`src/rtl/tmr_voter_pkg.sv`:
```
// Shared types and constants for the TMR majority voter and its per-channel fault monitors.
package tmr_voter_pkg;

  typedef enum logic [1:0] {
    OK      = 2'd0,
    SUSPECT = 2'd1,
    FAULT   = 2'd2
  } chanState_e;

  localparam int CH_A = 0;
  localparam int CH_B = 1;
  localparam int CH_C = 2;

  localparam int RUN_CNT_WIDTH = 8;

endpackage

```
`src/rtl/tmr_chan_monitor.sv`:
```
// Persistence tracker for one voter channel: flags the channel faulty after THRESH
// consecutive mismatching cycles; the flag is sticky until clr or rst.
module tmr_chan_monitor
  import tmr_voter_pkg::*;
#(
  parameter int THRESH = 4
) (
  input  logic clk,
  input  logic rst,
  input  logic clr,
  input  logic mis_in,
  output logic fault
);

  localparam logic [RUN_CNT_WIDTH-1:0] THRESH_R = RUN_CNT_WIDTH'(THRESH);

  chanState_e                state, effState, stateNext;
  logic [RUN_CNT_WIDTH-1:0]  run, effRun, runNext;

  // clr restarts the tracker from OK, then the current mismatch is applied on top.
  assign effState = clr ? OK : state;
  assign effRun   = clr ? '0 : run;

  // NOTE: every variable driven here gets a default first, so no path leaves it
  // unassigned and no latch is inferred.
  always_comb begin
    stateNext = effState;
    runNext   = effRun;
    case (effState)
      OK: begin
        if (mis_in) begin
          runNext   = RUN_CNT_WIDTH'(1);
          stateNext = (THRESH == 1) ? FAULT : SUSPECT;
        end
      end
      SUSPECT: begin
        if (mis_in) begin
          runNext = effRun + RUN_CNT_WIDTH'(1);
          if (runNext == THRESH_R) stateNext = FAULT;
        end else begin
          runNext   = '0;
          stateNext = OK;
        end
      end
      FAULT: begin
        stateNext = FAULT;
      end
      default: begin
        stateNext = OK;
        runNext   = '0;
      end
    endcase
  end

  // NOTE: state registers use non-blocking assignments so every flop samples the
  // pre-edge values, independent of statement order.
  always_ff @(posedge clk) begin
    if (rst) begin
      state <= OK;
      run   <= '0;
      fault <= 1'b0;
    end else begin
      state <= stateNext;
      run   <= runNext;
      fault <= (stateNext == FAULT);
    end
  end

endmodule

```
`src/rtl/tmr_voter_monitor.sv`:
```
// Registered bitwise majority voter for three redundant bus copies, with per-channel
// mismatch reporting, sticky flags, a saturating error-event counter and fault monitors.
module tmr_voter_monitor
  import tmr_voter_pkg::*;
#(
  parameter int WIDTH     = 8,
  parameter int CNT_WIDTH = 8,
  parameter int THRESH    = 4
) (
  input  logic                 clk,
  input  logic                 rst,
  input  logic [WIDTH-1:0]     in_a,
  input  logic [WIDTH-1:0]     in_b,
  input  logic [WIDTH-1:0]     in_c,
  input  logic                 clr,
  output logic [WIDTH-1:0]     out,
  output logic                 tmr_err,
  output logic [2:0]           mis,
  output logic [2:0]           mis_sticky,
  output logic [2:0]           fault,
  output logic [CNT_WIDTH-1:0] err_cnt
);

  localparam logic [CNT_WIDTH-1:0] CNT_MAX = '1;

  logic [WIDTH-1:0]     vote;
  logic [2:0]           misNext;
  logic                 errNext;
  logic [CNT_WIDTH-1:0] cntBase, cntNext;

  assign vote          = (in_a & in_b) | (in_a & in_c) | (in_b & in_c);
  assign misNext[CH_A] = |(in_a ^ vote);
  assign misNext[CH_B] = |(in_b ^ vote);
  assign misNext[CH_C] = |(in_c ^ vote);
  assign errNext       = |misNext;

  // Clear takes effect first, so a clear coinciding with an error leaves a count of one.
  always_comb begin
    cntBase = clr ? '0 : err_cnt;
    cntNext = cntBase;
    if (errNext && (cntBase != CNT_MAX)) cntNext = cntBase + CNT_WIDTH'(1);
  end

  always_ff @(posedge clk) begin
    if (rst) begin
      out        <= '0;
      tmr_err    <= 1'b0;
      mis        <= '0;
      mis_sticky <= '0;
      err_cnt    <= '0;
    end else begin
      out        <= vote;
      tmr_err    <= errNext;
      mis        <= misNext;
      mis_sticky <= (clr ? 3'b000 : mis_sticky) | misNext;
      err_cnt    <= cntNext;
    end
  end

  tmr_chan_monitor #(.THRESH(THRESH)) chanA (
    .clk(clk), .rst(rst), .clr(clr), .mis_in(misNext[CH_A]), .fault(fault[CH_A])
  );

  tmr_chan_monitor #(.THRESH(THRESH)) chanB (
    .clk(clk), .rst(rst), .clr(clr), .mis_in(misNext[CH_B]), .fault(fault[CH_B])
  );

  tmr_chan_monitor #(.THRESH(THRESH)) chanC (
    .clk(clk), .rst(rst), .clr(clr), .mis_in(misNext[CH_C]), .fault(fault[CH_C])
  );

endmodule

```
`config.mk`:
```
export PLATFORM = sky130hd
export DESIGN_NAME = tmr_voter_monitor
export DESIGN_NICKNAME = d
export VERILOG_FILES = /design/src/rtl/tmr_voter_pkg.sv /design/src/rtl/tmr_chan_monitor.sv /design/src/rtl/tmr_voter_monitor.sv
export SDC_FILE = /design/constraint.sdc
export NUM_CORES = 1
export LEC_CHECK = 0
export ABC_CLOCK_PERIOD_IN_PS = 2500
export BUFFER_PORTS_ARGS = -buffer_cell sky130_fd_sc_hd__buf_2
export CAP_MARGIN = 20
export CORE_ASPECT_RATIO = 1.25
export CORE_MARGIN = 2
export CORE_UTILIZATION = 25
export DETAILED_ROUTE_END_ITERATION = 8
export GPL_TIMING_DRIVEN = 0
export PLACE_DENSITY_LB_ADDON = 0.3
export RECOVER_POWER = 100
export SYNTH_ARGS = -nofsm -noshare
export SYNTH_HDL_FRONTEND = slang
export SYNTH_SLANG_ARGS = --single-unit
```
`constraint.sdc`:
```
create_clock -name clk -period 2.5 [get_ports clk]
set_input_delay 0.25 -clock clk [delete_from_list [all_inputs] [get_ports clk]]
set_output_delay 0.25 -clock clk [all_outputs]
set_load 0.02 [all_outputs]
```
==> summary.txt, run 1 <==
Critical path
  – Kind of critical path: in2reg
  – Worst setup EP type: register
  – R2R setup slack: 0.47 ns
  – WP data required: 2.68 ns
  – R2r endpoint: chanC.fault$_SDFF_PP0_
  – Worst R2R Path Depth: 6
  – Worst-path fanout max: 10
  – Worst EP arrival: 2.45 ns
  – Reg2reg start: chanC.run[0]$_SDFF_PP0_
  – Critical Path Start Type: input pin

Synth
  – Synthesized net count: 401
  – Syn Std Cell Area: 0.00311 mm2
  – Post-synthesis cell type count: 68
  – Post-Synthesis Cells: 373
  – Asr flop ratio synth: 0
  – Seq/Total Area, Yosys: 0.361
  – Syn avg cell area: 8.33 um2
  – Seq cells post-synth: 56
  – Ys flop type: dfxtp_1
  – Yosys warning total: 0
  – Post-synth EDFFs: 0

Min path
  – Hold Crit Depth: 3
  – Hold EP: out[1]$_SDFF_PP0_
  – Hold_sp: in_b[1]
  – Hold WC Path Type: in2reg

Routing
  – WL per Instance: 13.2 um
  – Vias per std cell: 4.97
  – Antenna Nets Post-Route: 0
  – Routed Wire Length: 7860 um
  – First-pass DRT Iterations: 4
  – Drt first-iter violations: 154
  – Vias: 2965
  – # DRC: 0

Run
  – Max cap viols: 0

Placed design
  – DP Area: 0.00357 mm2
  – Input/output buffers: 51
  – Post-place setup slack: -0.121 ns
  – DP HPWL: 5840 um
  – GP Congestion: 0.791

Clock network
  – # H-tree levels: 2
  – Post-CTS sizing: 0
  – Cts-stage hold buffer count: 0
  – Root Driver: clkbuf_16
  – CTS Buf Count: 5
  – Clk slew on worst S/H paths: 0.07 ns
  – Post-CTS setup buffers: 0
  – # clock sinks: 56
  – Later-pin clock latency in the skew report: 0.29 ns
  – Clock Path Buffers: 2
  – CTS tree: built

Global routing
  – GRT Total Usage: 0.119
  – Largest net degree at the start of global routing: 18
  – Initial antenna violation count: 0
  – Vias in the first global route: 2844
  – First-pass GRT wire length: 13300 um
  – Total grt overflow: 0

Floorplan
  – Row Count: 45
  – Die Width: 104 um
  – Die Height: 129 um
  – Core box area: 0.0122 mm2
  – Starting density of the core: 0.256
  – I/O pin cnt: 53
  – Total Die Area: 0.0133 mm2

Timing
  – Worst Setup Slack, final: 0.234 ns
  – RSZ-0062 raised after global routing: no
  – Final Max Slew Viols: 0
  – Tcrit/Tclk final: 0.907
  – Max Fclk: 441 MHz
  – Worst slew pin tran: 0.770 ns
  – Setup TNS: 0 ns
  – Hold Vio Cnt, Final: 0
  – Final setup violation count: 0
  – Final min period: 2.27 ns
  – Clock Skews: 0.00549 ns
  – Rel. slew slack: 0.483

Pwr
  – Lkg Pwr: 1.33 nW
  – VDD IR max: 0.000243 V
  – Pwr Density: 534 mW/mm2

Finish
  – Commonest cells after routing, fill and taps aside: dfxtp_1, clkbuf_1, nand2_1, nor2_1, a21oi_1
  – Layout cell share with drive strength beyond 1: 0.153
  – Number of fill cells in the layout: 1356
  – Nets: 459
  – Layout area overhead: 17.2%
  – Commonest non-fill, non-tap cell in the layout: dfxtp_1
  – Antenna cells: 0
  – Design Area, Final: 0.00364 mm2

Outcome
  – Status: finished, final reports clean
==> area by class of cell <==
type / instances / area (um2) / share of cell area
clock buffers: 6 / 129 / 0.0354
multi-input cells: 293 / 1840 / 0.505
well taps: 164 / 205 / 0.0563
clock inverters: 2 / 16.3 / 0.00446
plain buffers: 15 / 77.6 / 0.0213
inverters: 9 / 33.8 / 0.00927
flip-flops and latches: 56 / 1120 / 0.308
repair buffers: 51 / 221 / 0.0608
==> per-layer routing <==
layer	share of wire	up-vias	GRT usage
met4	0.016	0	0.0350
met3	0.048	10	0.0253
met2	0.48	72	0.212
li1	-	1479	-
met1	0.45	1404	0.145
met5	0	-	0
==> synth_stat cells, types with 8 or more instances <==
cell | n | area (um2)
or3b_2 | 9 | 78.8
xnor2_1 | 9 | 78.8
nor3b_1 | 10 | 75.1
o21ai_0 | 13 | 65.1
inv_1 | 8 | 30.0
nand3_1 | 20 | 100
nand4_1 | 9 | 56.3
nand3b_1 | 9 | 67.6
a21oi_1 | 30 | 150
nor2_1 | 35 | 131
dfxtp_1 | 56 | 1120
nand2_1 | 39 | 146
==> state kept, by name (all words and copies together) (netlist names) <==
| name | cells |
|---|---|
| mis | 3 |
| chanB.state | 2 |
| chanC.state | 2 |
| chanA.run | 8 |
| chanC.fault | 1 |
| chanA.state | 2 |
| tmr_err | 1 |
| out | 8 |
| chanB.run | 8 |
| chanB.fault | 1 |
| err_cnt | 8 |
| mis_sticky | 3 |
| chanC.run | 8 |
| chanA.fault | 1 |
==> through the flow <==
| stage | hold slack (ns) | power [mW] | std cells | utilization |
|---|---|---|---|---|
| floorplan | 0.390 | 1.16 | 373 | - |
| global placement | 0.463 | 1.27 | 588 | 0.293 |
| detailed placement | 0.463 | 1.28 | 588 | 0.293 |
| CTS | 0.190 | 1.99 | 596 | 0.305 |
| global route | 0.259 | 2.06 | 596 | 0.300 |
| finish | 0.243 | 1.95 | 596 | 0.300 |
==> where the power goes <==
group,switching [mW],internal (mW),total (mW)
Clock,0.328,0.374,0.702
Sequential,0.0279,0.929,0.957
Combinational,0.182,0.105,0.287
==> cells by family after synthesis <==
| group | share of synthesized area |
|---|---|
| xor+xnor | 0.0366 |
| fa+ha+maj | 0.00403 |
| mux | 0.0173 |
| simple gates | 0.346 |
| compound gates | 0.190 |
| flops | 0.361 |
| buf+inv | 0.0451 |
==> critical path, cell delays in order <==
cell and delay (ns):
buf_2 0.10, clkbuf_1 0.40, clkbuf_1 0.47, nor2b_1 0.10, ha_1 0.25, nand2_1 0.10
nor3_1 0.08, a31oi_4 0.29, nand2_1 0.11, mux2_2 0.27
==> worst max-delay path by stage <==
stage,start,to,slack [ns],depth (start not counted)
after global placement,clr,err_cnt[3]$_SDFF_PP0_,-0.13,10
after detailed placement,clr,err_cnt[3]$_SDFF_PP0_,-0.12,10
after global routing,clr,err_cnt[3]$_SDFF_PP0_,0.06,10
after CTS,clr,err_cnt[3]$_SDFF_PP0_,0.19,10
final,clr,err_cnt[3]$_SDFF_PP0_,0.23,10
after floorplan,clr,err_cnt[2]$_SDFF_PP0_,0.55,9
Power figures use the tool's default switching activity.
==> inputs of run 2 (changes only) <==
CORE_UTILIZATION = 49   (was 25)
SYNTH_HIERARCHICAL = 1   (was unset)
==> summary.txt, run 2 <==
Timing
  – Clock Skews: 0.0116 ns (+0.00610 ns)
  – Final Max Slew Viols: 0 (unchanged)
  – Final min period: 2.29 ns (+0.0225 ns)
  – Hold Vio Cnt, Final: 0 (unchanged)
  – Setup TNS: 0 ns (unchanged)
  – Rel. slew slack: 0.527 (+0.0442)
  – Tcrit/Tclk final: 0.916 (+0.00901)
  – RSZ-0062 raised after global routing: no
  – Worst slew pin tran: 0.703 ns (-0.0670 ns)
  – Final setup violation count: 0 (unchanged)
  – Max Fclk: 437 MHz (-0.98%)

Global routing
  – Largest net degree at the start of global routing: 19 (+1)
  – GRT Total Usage: 0.208 (+0.0894)
  – Total grt overflow: 0 (unchanged)
  – Initial antenna violation count: 0 (unchanged)
  – First-pass GRT wire length: 12700 um (-4.4%)
  – Vias in the first global route: 2959 (+4.0%)

Synth
  – Most common cell in the netlist: dfxtp_1
  – Asr flop ratio synth: 0 (unchanged)
  – Ys flop type: dfxtp_1
  – Top cell type's share of synthesized area: 0.340 (-0.0205)
  – Synth Area in Simple Gates: 0.316 (-0.0303)
  – Post-Synth Adder-Cell Area: 0.0266 (+0.0225)
  – Largest family of logic cells by synthesized area: simple AND/OR/NAND/NOR gates
  – Seq/Total Area, Yosys: 0.340 (-0.0205)
  – Yosys warning total: 6 (+6)
  – Syn Std Cell Area: 0.00330 mm2 (+6.0%)
  – Compound-Gate Fraction of Synth Area: 0.235 (+0.0454)
  – Mux contribution to synthesized area: 0.0197 (+0.00243)
  – Post-synth top area cell: dfxtp_1
  – Seq cells post-synth: 56 (unchanged)
  – Post-Synthesis Cells: 382 (+2.4%)
  – Post-synth EDFFs: 0 (unchanged)
  – Post-synthesis cell type count: 58 (-15%)
  – XOR/XNOR Fraction of Synth Area: 0.0266 (-0.0101)
  – Synth top area cells: dfxtp_1, a21oi_1, nand3b_1
  – Syn avg cell area: 8.63 um2 (+3.5%)
  – Synthesized net count: 416 (+3.7%)
  – Top cells by count, synth: dfxtp_1, a21oi_1, nor2_1, o21ai_0, nand2_1

Clock network
  – Root Driver: clkbuf_8
  – Clock Path Buffers: 2 (unchanged)
  – Post-CTS sizing: 0 (unchanged)
  – Cts-stage hold buffer count: 0 (unchanged)
  – # H-tree levels: 2 (unchanged)
  – CTS tree: built
  – Post-CTS setup buffers: 0 (unchanged)
  – Clk slew on worst S/H paths: 0.10 ns (+0.03 ns)
  – # clock sinks: 56 (unchanged)
  – CTS Buf Count: 5 (unchanged)
  – Later-pin clock latency in the skew report: 0.31 ns (+0.02 ns)

Critical path
  – WP data required: 2.71 ns (+0.03 ns)
  – Top delay family on crit path: compound AO/OA/AOI/OAI gates
  – WP buf/inv: 2 (-1)
  – Worst setup EP type: register
  – CP max-delay cell: o31ai_2
  – Worst-path fanout max: 8 (-2)
  – Delay of the slowest critical-path stage: 0.52 ns (+0.05 ns)
  – Kind of critical path: in2reg
  – Critical Path Start Type: input pin
  – Critical path, cell by cell: buf_2, a21o_1, a221o_2, nor4_4, inv_1, o31ai_2, nor2_1, mux2_1
  – Worst EP arrival: 2.50 ns (+0.05 ns)

Floorplan
  – Total Die Area: 0.00740 mm2 (-45%)
  – Core box area: 0.00652 mm2 (-46%)
  – Die Width: 77.4 um (-25%)
  – Row Count: 33 (-27%)
  – Starting density of the core: 0.505 (+0.250)
  – Die Height: 95.7 um (-26%)
  – I/O pin cnt: 53 (unchanged)

Finish
  – Layout area overhead: 13.9%
  – Fin util: 0.576 (+0.276)
  – Nets: 475 (+3.5%)
  – Commonest non-fill, non-tap cell in the layout: dfxtp_1
  – Commonest cells after routing, fill and taps aside: dfxtp_1, a21oi_1, clkbuf_1, nor2_1
  – Layout cell share with drive strength beyond 1: 0.133 (-0.0193)
  – Design Area, Final: 0.00375 mm2 (+3.1%)
  – Antenna cells: 0 (unchanged)

Routing
  – Antenna Nets Post-Route: 0 (unchanged)
  – Routed Wire Length: 7520 um (-4.4%)
  – WL per Instance: 14.2 um (+7.7%)
  – Vias: 3073 (+3.6%)
  – # DRC: 0 (unchanged)
  – First-pass DRT Iterations: 4 (unchanged)
  – Vias per std cell: 5.81 (+17%)
  – Drt first-iter violations: 100 (-35%)

Pwr
  – VDD IR max: 0.000307 V (+27%)
  – Lkg Pwr: 1.41 nW (+5.8%)
  – Pwr Density: 512 mW/mm2 (-4.1%)

Run
  – Max cap viols: 0 (unchanged)

Placed design
  – DP Area: 0.00366 mm2 (+2.7%)
  – GP Congestion: 0.867 (+9.6%)
  – DP HPWL: 5470 um (-6.3%)
  – Input/output buffers: 52 (+2.0%)

Min path
  – Hold WC Path Type: in2reg

Outcome
  – Status: finished, final reports clean
[run 2: changes by cell type after synthesis, sizes merged, moves of 6 or more]
cell / delta
o31ai: +8
clkbuf: -7
a31oi: -7
nand3b: +8
inv: +6
a21oi: +7
nor2b: +9
ha: +6
nor2: -10
nand2: -17
o21ai: +10
nand3: -9
[run 2: where the power goes]
part	internal (mW)	leakage (nW)	total (mW)	switching, mW
logic	0.101	0.880	0.274	0.173
registers	0.921	0.459	0.939	0.0185
clock network	0.403	0.0687	0.709	0.306
[run 2: cells by family after synthesis]
logic type / after synthesis
AND/OR/NAND/NOR: 167
AO/OA/AOI/OAI: 112
flip-flops: 56
buffers and inverters: 24
XOR/XNOR: 10
adder cells (fa/ha/maj): 7
multiplexers: 6
[run 2: area by class of cell]
cell class                 instances  area (um2)
sequential                        56        1120
fill                             613        2770
inverter                          14        52.6
tap                               87         109
clock inverter                     3        68.8
timing repair buffer              52         225
buffer                            10        63.8
multi-input combinational        302        2050
clock buffer                       5        68.8
[run 2: stage by stage]
stage	std cells	hold slack, ns	worst slack [ns]	power (mW)
finish	529	0.220	0.211	1.92
floorplan	382	0.319	0.362	1.13
global placement	521	0.443	0.0162	1.23
detailed placement	521	0.460	-0.0401	1.24
CTS	529	0.212	0.293	1.95
global route	529	0.227	0.0750	2.01
[run 2: path summary, 6_finish.rpt]
kind / slack [ns] / cells after the start / from / end
min reg2reg: 0.48 / 2 / mis_sticky[2]$_SDFF_PP0_ / mis_sticky[2]$_SDFF_PP0_
max reg2reg: 0.35 / 8 / err_cnt[0]$_SDFF_PP0_ / err_cnt[2]$_SDFF_PP0_
min: 0.22 / 3 / in_b[6] / out[6]$_SDFF_PP0_
max: 0.21 / 8 / in_c[5] / err_cnt[3]$_SDFF_PP0_
[run 2: layer usage]
layer  global-route usage  wire, um
met2                0.393      3690
met3               0.0441       357
met4               0.0625       109
met1                0.236      3360
met5                    0         0
[run 2: worst register-to-register path, stage by stage, from the launching register on]
cell	delay (ns)
dfxtp_1	0.36
nor2b_1	0.21
ha_1	0.25
nand2_1	0.07
nor3_1	0.23
nand4_1	0.18
o31a_1	0.20
a2111oi_1	0.45
a31o_1	0.15
==> inputs of run 3 (changes only) <==
CORE_ASPECT_RATIO = unset   (was 1.25)
==> summary.txt, run 3 (synthesized netlist as in run 2, its figures left out) <==
Run
  – Max cap viols: 0 (unchanged)

Routing
  – First-pass DRT Iterations: 4 (unchanged)
  – # DRC: 0 (unchanged)
  – Routed Wire Length: 7240 um (-3.6%)
  – Antenna Nets Post-Route: 0 (unchanged)
  – WL per Instance: 14.0 um (-1.8%)
  – Drt first-iter violations: 102 (+2.0%)
  – Vias: 3027 (-1.5%)
  – Vias per std cell: 5.83 (+0.40%)

Timing
  – Final min period: 2.27 ns (-0.0168 ns)
  – Fin Hold WS: 0.228 ns (+0.00805 ns)
  – Setup TNS: 0 ns (unchanged)
  – Rel. slew slack: 0.533 (+0.00621)
  – Hold Vio Cnt, Final: 0 (unchanged)
  – Worst slew pin tran: 0.694 ns (-0.00923 ns)
  – Final Max Slew Viols: 0 (unchanged)
  – Tcrit/Tclk final: 0.909 (-0.00672)
  – Worst Setup Slack, final: 0.228 ns (+0.0168 ns)
  – Final setup violation count: 0 (unchanged)
  – Max Fclk: 440 MHz (+0.74%)
  – Clock Skews: 0.00658 ns (-0.00502 ns)
  – RSZ-0062 raised after global routing: no

Critical path
  – WP data required: 2.70 ns (about the same)
  – CP max-delay cell: o31ai_2
  – Worst setup EP type: register
  – Worst R2R Path Depth: 8 (unchanged)
  – Delay of the slowest critical-path stage: 0.52 ns (about the same)
  – Kind of critical path: in2reg
  – Top delay family on crit path: compound AO/OA/AOI/OAI gates
  – Worst-path fanout max: 8 (unchanged)
  – Worst EP arrival: 2.47 ns (-0.03 ns)
  – Stages on worst setup path: 8 (unchanged)
  – Critical path, cell by cell: buf_2, a21o_1, a221o_2, nor4_4, inv_1, o31ai_2, nor2_1, mux2_1
  – WP buf/inv: 2 (unchanged)
  – Critical Path Start Type: input pin

Clock network
  – Clk slew on worst S/H paths: 0.10 ns (about the same)
  – CTS Buf Count: 5 (unchanged)
  – Post-CTS sizing: 0 (unchanged)
  – Later-pin clock latency in the skew report: 0.30 ns (about the same)
  – Cts-stage hold buffer count: 0 (unchanged)
  – Clock Path Buffers: 2 (unchanged)
  – # clock sinks: 56 (unchanged)
  – CTS tree: built
  – Root Driver: clkbuf_8
  – # H-tree levels: 2 (unchanged)
  – Post-CTS setup buffers: 0 (unchanged)

Min path
  – Hold Crit Depth: 3 (unchanged)
  – Hold WC Path Type: in2reg

Finish
  – Layout cell share with drive strength beyond 1: 0.133 (unchanged)
  – Post-route insts no fill: 519 (-1.9%)
  – Number of fill cells in the layout: 584 (-4.7%)
  – Fin util: 0.576 (about the same)
  – Layout area overhead: 12.3%
  – Antenna cells: 0 (unchanged)
  – Nets: 475 (unchanged)
  – Commonest cells after routing, fill and taps aside: dfxtp_1, a21oi_1, clkbuf_1, nor2_1, buf_2
  – Design Area, Final: 0.00370 mm2 (-1.5%)
  – Commonest non-fill, non-tap cell in the layout: dfxtp_1

Global routing
  – GRT Total Usage: 0.201 (-0.00692)
  – Total grt overflow: 0 (unchanged)
  – Vias in the first global route: 2736 (-7.5%)
  – Initial antenna violation count: 0 (unchanged)
  – Largest net degree at the start of global routing: 17 (-2)
  – First-pass GRT wire length: 12200 um (-4.1%)

Outcome
  – Status: finished, final reports clean

Placed design
  – Placed insts: 511 (-1.9%)
  – Input/output buffers: 52 (unchanged)
  – GP Congestion: 0.866 (about the same)
  – DP Area: 0.00365 mm2 (-0.34%)
  – DP HPWL: 5330 um (-2.6%)
  – Post-place setup slack: -0.0274 ns (+0.0127 ns)

Pwr
  – Lkg Pwr: 1.39 nW (-1.5%)
  – VDD IR max: 0.000346 V (+12%)
  – Pwr Density: 467 mW/mm2 (-8.8%)
  – Total power: 1.73 mW (-10%)

Floorplan
  – Row Count: 29 (-12%)
  – Core box area: 0.00642 mm2 (-1.6%)
  – Total Die Area: 0.00740 mm2 (about the same)
  – Die Width: 86.0 um (+11%)
  – I/O pin cnt: 53 (unchanged)
  – Starting density of the core: 0.513 (+0.00797)
  – Die Height: 86.0 um (-10%)
==> run 3: cell count changes in the layout (fill, tap and decap cells not counted) <==
cell and delta:
inv_6 -1, bufinv_16 -2, clkinvlp_4 +1, buf_2 +1, clkbuf_8 +1
==> run 3: path summary, 6_finish.rpt <==
kind	slack, ns	to	from
min reg2reg	0.47	mis_sticky[1]$_SDFF_PP0_	mis_sticky[1]$_SDFF_PP0_
min	0.23	out[0]$_SDFF_PP0_	in_c[0]
max	0.23	err_cnt[3]$_SDFF_PP0_	in_c[5]
max reg2reg	0.37	err_cnt[2]$_SDFF_PP0_	err_cnt[0]$_SDFF_PP0_
==> run 3: final cells by class <==
cell class                 instances  area [um2]  share of cell area
clock buffer                       7        86.3              0.0233
timing repair buffer              52         226              0.0612
multi-input combinational        302        2050               0.553
clock inverter                     1        7.51             0.00203
tap                               77        96.3              0.0260
sequential                        56        1120               0.303
buffer                            10        63.8              0.0172
inverter                          14        52.6              0.0142
==> run 3: per-layer routing <==
| layer | up-vias | global-route usage | share of wire |
|---|---|---|---|
| met5 | - | 0 | 0 |
| met4 | 0 | 0.0592 | 0.0099 |
| met3 | 4 | 0.0346 | 0.031 |
| met2 | 63 | 0.334 | 0.48 |
| met1 | 1402 | 0.268 | 0.48 |
| li1 | 1558 | - | - |
==> run 3: power by group <==
group	leakage, nW	switching, mW	total (mW)	internal [mW]
clock	0.0445	0.291	0.517	0.226
combinational	0.883	0.171	0.272	0.101
sequential	0.459	0.0180	0.939	0.921
==> run 3: worst register-to-register path, delay by kind of cell (launching register included) <==
family,cells,cell delay (ns)
AO/OA/AOI/OAI,3,0.76
AND/OR/NAND/NOR,4,0.69
flip-flops,1,0.36
adder cells (fa/ha/maj),1,0.26
